$ cat src/rtl/sobel_frame_ctrl.sv
// Frame sequencer for the 3x3 Sobel matrix stage.
// Tracks col/row of the incoming pixel stream, drives the line-buffer shift
// and matrix advance enables, tags each loaded window as full or border,
// flushes the matrix pipeline at end of frame and qualifies full-window results.
module sobel_frame_ctrl #(
    parameter int PIC_WIDTH  = 250,
    parameter int PIC_HEIGHT = 250,
    parameter int WIDTH      = 8,
    parameter int MAT_LAT    = 2
) (
    input  logic             clk,
    input  logic             rst_n,
    input  logic             start,
    input  logic             pix_valid,
    input  logic [WIDTH-1:0] mat_dout,
    output logic             lb_shift,
    output logic             mat_valid_in,
    output logic             out_valid,
    output logic [WIDTH-1:0] out_data,
    output logic             busy,
    output logic             frame_done
);

    localparam int CW = $clog2(PIC_WIDTH);
    localparam int RW = $clog2(PIC_HEIGHT);
    localparam int FW = (MAT_LAT > 1) ? $clog2(MAT_LAT) : 1;

    typedef enum logic [1:0] {
        S_IDLE,
        S_RUN,
        S_FLUSH,
        S_DONE
    } state_t;

    state_t               state_q, state_d;
    logic [CW-1:0]        col_q, col_d;
    logic [RW-1:0]        row_q, row_d;
    logic [FW-1:0]        flush_q, flush_d;
    logic [MAT_LAT-1:0]   tag_q, tag_d;
    logic                 out_valid_q, out_valid_d;
    logic                 busy_q, busy_d;
    logic                 frame_done_q, frame_done_d;
    logic                 full;

    // Next-state, counters, window tag pipe and enables
    always_comb begin
        state_d      = state_q;
        col_d        = col_q;
        row_d        = row_q;
        flush_d      = flush_q;
        tag_d        = tag_q;
        lb_shift     = 1'b0;
        mat_valid_in = 1'b0;
        full         = 1'b0;

        case (state_q)
            S_IDLE: begin
                if (start) begin
                    state_d = S_RUN;
                end
            end
            S_RUN: begin
                lb_shift     = pix_valid;
                mat_valid_in = pix_valid;
                if (pix_valid) begin
                    full = (row_q >= RW'(2)) && (col_q >= CW'(2));
                    if (col_q == CW'(PIC_WIDTH - 1)) begin
                        col_d = '0;
                        if (row_q == RW'(PIC_HEIGHT - 1)) begin
                            row_d   = '0;
                            flush_d = '0;
                            state_d = S_FLUSH;
                        end else begin
                            row_d = row_q + RW'(1);
                        end
                    end else begin
                        col_d = col_q + CW'(1);
                    end
                end
            end
            S_FLUSH: begin
                // Advance the matrix with no new pixels so the last windows drain
                mat_valid_in = 1'b1;
                if (flush_q == FW'(MAT_LAT - 1)) begin
                    state_d = S_DONE;
                end else begin
                    flush_d = flush_q + FW'(1);
                end
            end
            S_DONE: begin
                state_d = S_IDLE;
                col_d   = '0;
                row_d   = '0;
                flush_d = '0;
            end
            default: begin
                state_d = S_IDLE;
            end
        endcase

        if (mat_valid_in) begin
            tag_d[0] = full;
            for (int unsigned i = 1; i < MAT_LAT; i++) begin
                tag_d[i] = tag_q[i-1];
            end
        end
    end

    // Registered status outputs
    always_comb begin
        out_valid_d  = mat_valid_in & tag_q[MAT_LAT-1];
        busy_d       = (state_d == S_RUN) || (state_d == S_FLUSH);
        frame_done_d = (state_q == S_DONE);
    end

    // State and counter registers
    always_ff @(posedge clk or negedge rst_n) begin
        if (!rst_n) begin
            state_q      <= S_IDLE;
            col_q        <= '0;
            row_q        <= '0;
            flush_q      <= '0;
            tag_q        <= '0;
            out_valid_q  <= 1'b0;
            busy_q       <= 1'b0;
            frame_done_q <= 1'b0;
        end else begin
            state_q      <= state_d;
            col_q        <= col_d;
            row_q        <= row_d;
            flush_q      <= flush_d;
            tag_q        <= tag_d;
            out_valid_q  <= out_valid_d;
            busy_q       <= busy_d;
            frame_done_q <= frame_done_d;
        end
    end

    assign out_valid  = out_valid_q;
    assign out_data   = mat_dout;
    assign busy       = busy_q;
    assign frame_done = frame_done_q;

endmodule
$ cat config.mk
export PLATFORM = sky130hd
export DESIGN_NAME = sobel_frame_ctrl
export DESIGN_NICKNAME = d
export VERILOG_FILES = /design/src/rtl/sobel_frame_ctrl.sv
export SDC_FILE = /design/constraint.sdc
export NUM_CORES = 1
export LEC_CHECK = 0
export BUFFER_PORTS_ARGS = -buffer_cell sky130_fd_sc_hd__buf_2
export CAP_MARGIN = 20
export CORE_MARGIN = 3
export CORE_UTILIZATION = 60
export DETAILED_ROUTE_END_ITERATION = 10
export GPL_TIMING_DRIVEN = 0
export MAX_ROUTING_LAYER = met4
export PLACE_DENSITY = 0.81
export SETUP_SLACK_MARGIN = 0.15
export SYNTH_ARGS = -nofsm -noshare
export SYNTH_HDL_FRONTEND = slang
export SYNTH_SLANG_ARGS = --single-unit
$ cat constraint.sdc
create_clock -name clk -period 3.65 [get_ports clk]
set_clock_uncertainty 0.1 [all_clocks]
set_input_delay 0.5475 -clock clk [delete_from_list [all_inputs] [get_ports clk]]
set_output_delay 0.5475 -clock clk [all_outputs]
set_load 0.005 [all_outputs]
==> results.py <==
metrics = {
    "run_status": {
        "status": "finished, final reports clean",
    },
    "logic_synthesis": {
        "ys_types": 40,
        "synth-seq-cells": 24,
        "syn_avg_cell_area_um2": 9.283,
        "synthesis.area_um2": 1550,
        "syn_nets": 189,
        "yosysSeqAreaShare": 0.3874,
        "yosysWarnings": 0,
        "syn_inst": 167,
    },
    "clock_tree": {
        "cts_max_path_buffers": 2,
        "cts_resized": 0,
        "clk_pin_slew_ns": 0.13,
        "cts.sinks": 24,
        "cts-root-buf": "clkbuf_4",
        "cts_setup_buffers": 0,
        "clock_latency_ns": 0.31,
        "cts_hold_buf": 0,
        "cts_tree": "done",
        "htreeDepth": 1,
        "cts_made_buffers": 3,
    },
    "floorplanning": {
        "fp.dieH_um": 56.83,
        "rows": 17,
        "ioPinCount": 25,
        "initial_utilization": 0.6626,
        "core_area_um2": 2340,
        "die_area_um2": 3230,
        "fp.dieW_um": 56.83,
    },
    "final_layout": {
        "mostFrequentLayoutCells": "dfrtp_1, nand2_1, buf_2",
        "drive_above_1_share": 0.1818,
        "fillers": 160,
        "layout_commonest_cell": "dfrtp_1",
        "final_nets": 210,
        "antenna_cells": 0,
        "layout-area-overhead-vs-synth_pct": 9.766,
    },
    "timing": {
        "slew_headroom": 0.6609,
        "max_freq_ghz": 0.3943,
        "tns_ns": 0,
        "worst_pin_slew_ns": 0.5086,
        "min_period_ns": 2.536,
        "hold_viol": 0,
        "holdWs_ns": 0.08413,
        "rsz0062_at_grt": "no",
        "maxSlewViolCount": 0,
        "min_period_over_period": 0.6948,
        "setup_violations": 0,
    },
    "setup_path": {
        "r2r_end": "row_q[5]$_DFFE_PN0P_",
        "critPathArrivalTime_ns": 1.89,
        "reg2reg_slack_ns": 1.53,
        "r2r_start": "state_q[1]$_DFF_PN0_",
        "crit_type": "reg -> out",
        "critPathRequiredTime_ns": 3.00,
        "endpoint_kind": "primary output",
        "path_max_fanout": 5,
        "r2r_cells": 6,
        "cp-start-kind": "flop",
    },
    "placed_design": {
        "port_buffers": 16,
        "dp.final_hpwl_um": 2363,
        "place_congestion": 0.9000,
    },
    "detailed_routing": {
        "drcViolationCount": 0,
        "drt_wl_total_um": 3221,
        "dr_total_vias": 1329,
        "first_iter_violations": 82,
        "routedWlPerCell_um": 14.98,
        "first_pass_iters": 6,
        "viasPerCell": 6.181,
        "antenna_left": 0,
    },
    "global_routing": {
        "grt_pass1_vias": 1251,
        "grt-ovfl-total": 0,
        "grt_pass1_wl_um": 5568,
        "grt_util_all_layers": 0.2195,
        "grt_max_degree": 25,
        "antenna_found_initial": 0,
    },
    "pwr": {
        "power_uw": 768.8,
        "leakage_nw": 0.8243,
        "p_per_area_nw_per_um2": 451.8,
        "peakVddDrop_v": 0.0004051,
    },
    "hold_path": {
        "hold_class": "in -> async",
    },
    "job": {
        "drv_cap": 0,
    },
}
## worst max-delay path by stage
stage	start	endpoint	slack, ns	cells after the start
floorplan	state_q[0]$_DFF_PN0_	mat_valid_in	1.81	4
global placement	state_q[1]$_DFF_PN0_	mat_valid_in	1.55	6
detailed placement	state_q[1]$_DFF_PN0_	mat_valid_in	1.52	6
CTS	state_q[1]$_DFF_PN0_	mat_valid_in	1.13	6
global route	state_q[1]$_DFF_PN0_	mat_valid_in	0.97	6
finish	state_q[1]$_DFF_PN0_	mat_valid_in	1.11	6
## metal layers
metal | up-vias | GRT usage | part of all wire
met5 | - | - | 0
met4 | 0 | 0.05629 | 0.0078
met1 | 614 | 0.2851 | 0.45
met2 | 60 | 0.3614 | 0.47
li1 | 650 | - | -
met3 | 5 | 0.02989 | 0.073
## critical path, cell delays in order (launching register included)
cell and delay [ns]:
dfrtp_1 0.46, inv_1 0.11, ha_1 0.27, nand2_1 0.22, inv_1 0.20, o21a_1 0.18
buf_2 0.13
## flip-flops by register name, summed over array words and instances, names as in the netlist
signal,count
busy,1
state_q,2
col_q,8
frame_done,1
out_valid,1
tag_q,2
flush_q,1
row_q,8
## metrics by stage
stage	utilization	cell area [um2]	setup WS (ns)	std cells
2_1_floorplan	-	1550	1.814	167
3_3_place_gp	0.7118	1665	1.555	211
3_5_place_dp	0.7118	1665	1.522	211
4_1_cts	0.7273	1702	1.127	215
5_1_grt	0.7273	1702	0.9750	215
6_report	0.7273	1702	1.114	215
## power by group
part / total, mW / internal (mW) / switching [mW] / leakage, nW
Combinational: 0.275 / 0.124 / 0.152 / 0.481
Clock: 0.139 / 0.0609 / 0.0778 / 0.0210
Sequential: 0.355 / 0.303 / 0.0520 / 0.323
## kinds of logic (layout without fill, tap and decap cells)
family,Yosys count,count (layout),synth area share
AOI/OAI and AO/OA,37,37,0.1542
xor gates and xnor gates,5,5,0.02825
adders and majority gates,10,10,0.08071
buffers and inverters,22,42,0.07264
DFF,24,24,0.3874
muxes,4,4,0.02986
and+or+nand+nor,65,65,0.2470
## cells in the mapped netlist
cell / number / area, um2
or3_1: 1 / 6.260
nand2_1: 16 / 60.06
o21ai_0: 11 / 55.05
inv_1: 11 / 41.29
nand3b_1: 1 / 7.510
nor3b_1: 1 / 7.510
and3_1: 6 / 37.54
a31oi_1: 2 / 12.51
buf_4: 8 / 60.06
mux2i_1: 2 / 20.02
clkbuf_1: 3 / 11.26
nand4b_4: 1 / 23.77
a211oi_1: 1 / 7.510
nor2b_1: 1 / 6.260
or4b_1: 1 / 10.01
nor3_1: 3 / 15.01
mux2_2: 1 / 11.26
a22o_1: 1 / 8.760
a21oi_1: 6 / 30.03
o22ai_1: 4 / 25.02
ha_1: 10 / 125.1
a21o_1: 3 / 22.52
a32o_1: 1 / 10.01
o21a_1: 2 / 15.01
nand2b_1: 2 / 12.51
a31o_2: 2 / 17.52
mux2_4: 1 / 15.01
and4b_1: 2 / 20.02
nor2_1: 8 / 30.03
nand3_1: 9 / 45.04
nor4_4: 1 / 21.27
o32a_1: 2 / 20.02
nor4_1: 4 / 25.02
dfrtp_1: 24 / 600.6
a22oi_1: 1 / 7.510
and4_1: 2 / 17.52
and2_1: 1 / 6.260
xor2_1: 5 / 43.79
nand4_1: 5 / 31.28
o211ai_1: 1 / 7.510
## layout make-up
| type | count | area, um2 | area share |
|---|---|---|---|
| Tap cell | 28 | 35.03 | 0.02059 |
| Buffer | 11 | 71.32 | 0.04191 |
| Timing Repair Buffer | 16 | 80.08 | 0.04706 |
| Clock buffer | 4 | 36.28 | 0.02132 |
| Multi-Input combinational cell | 121 | 837.1 | 0.4919 |
| Inverter | 11 | 41.29 | 0.02426 |
| Sequential cell | 24 | 600.6 | 0.3529 |
Note: power is estimated with default switching activity, not from simulation.
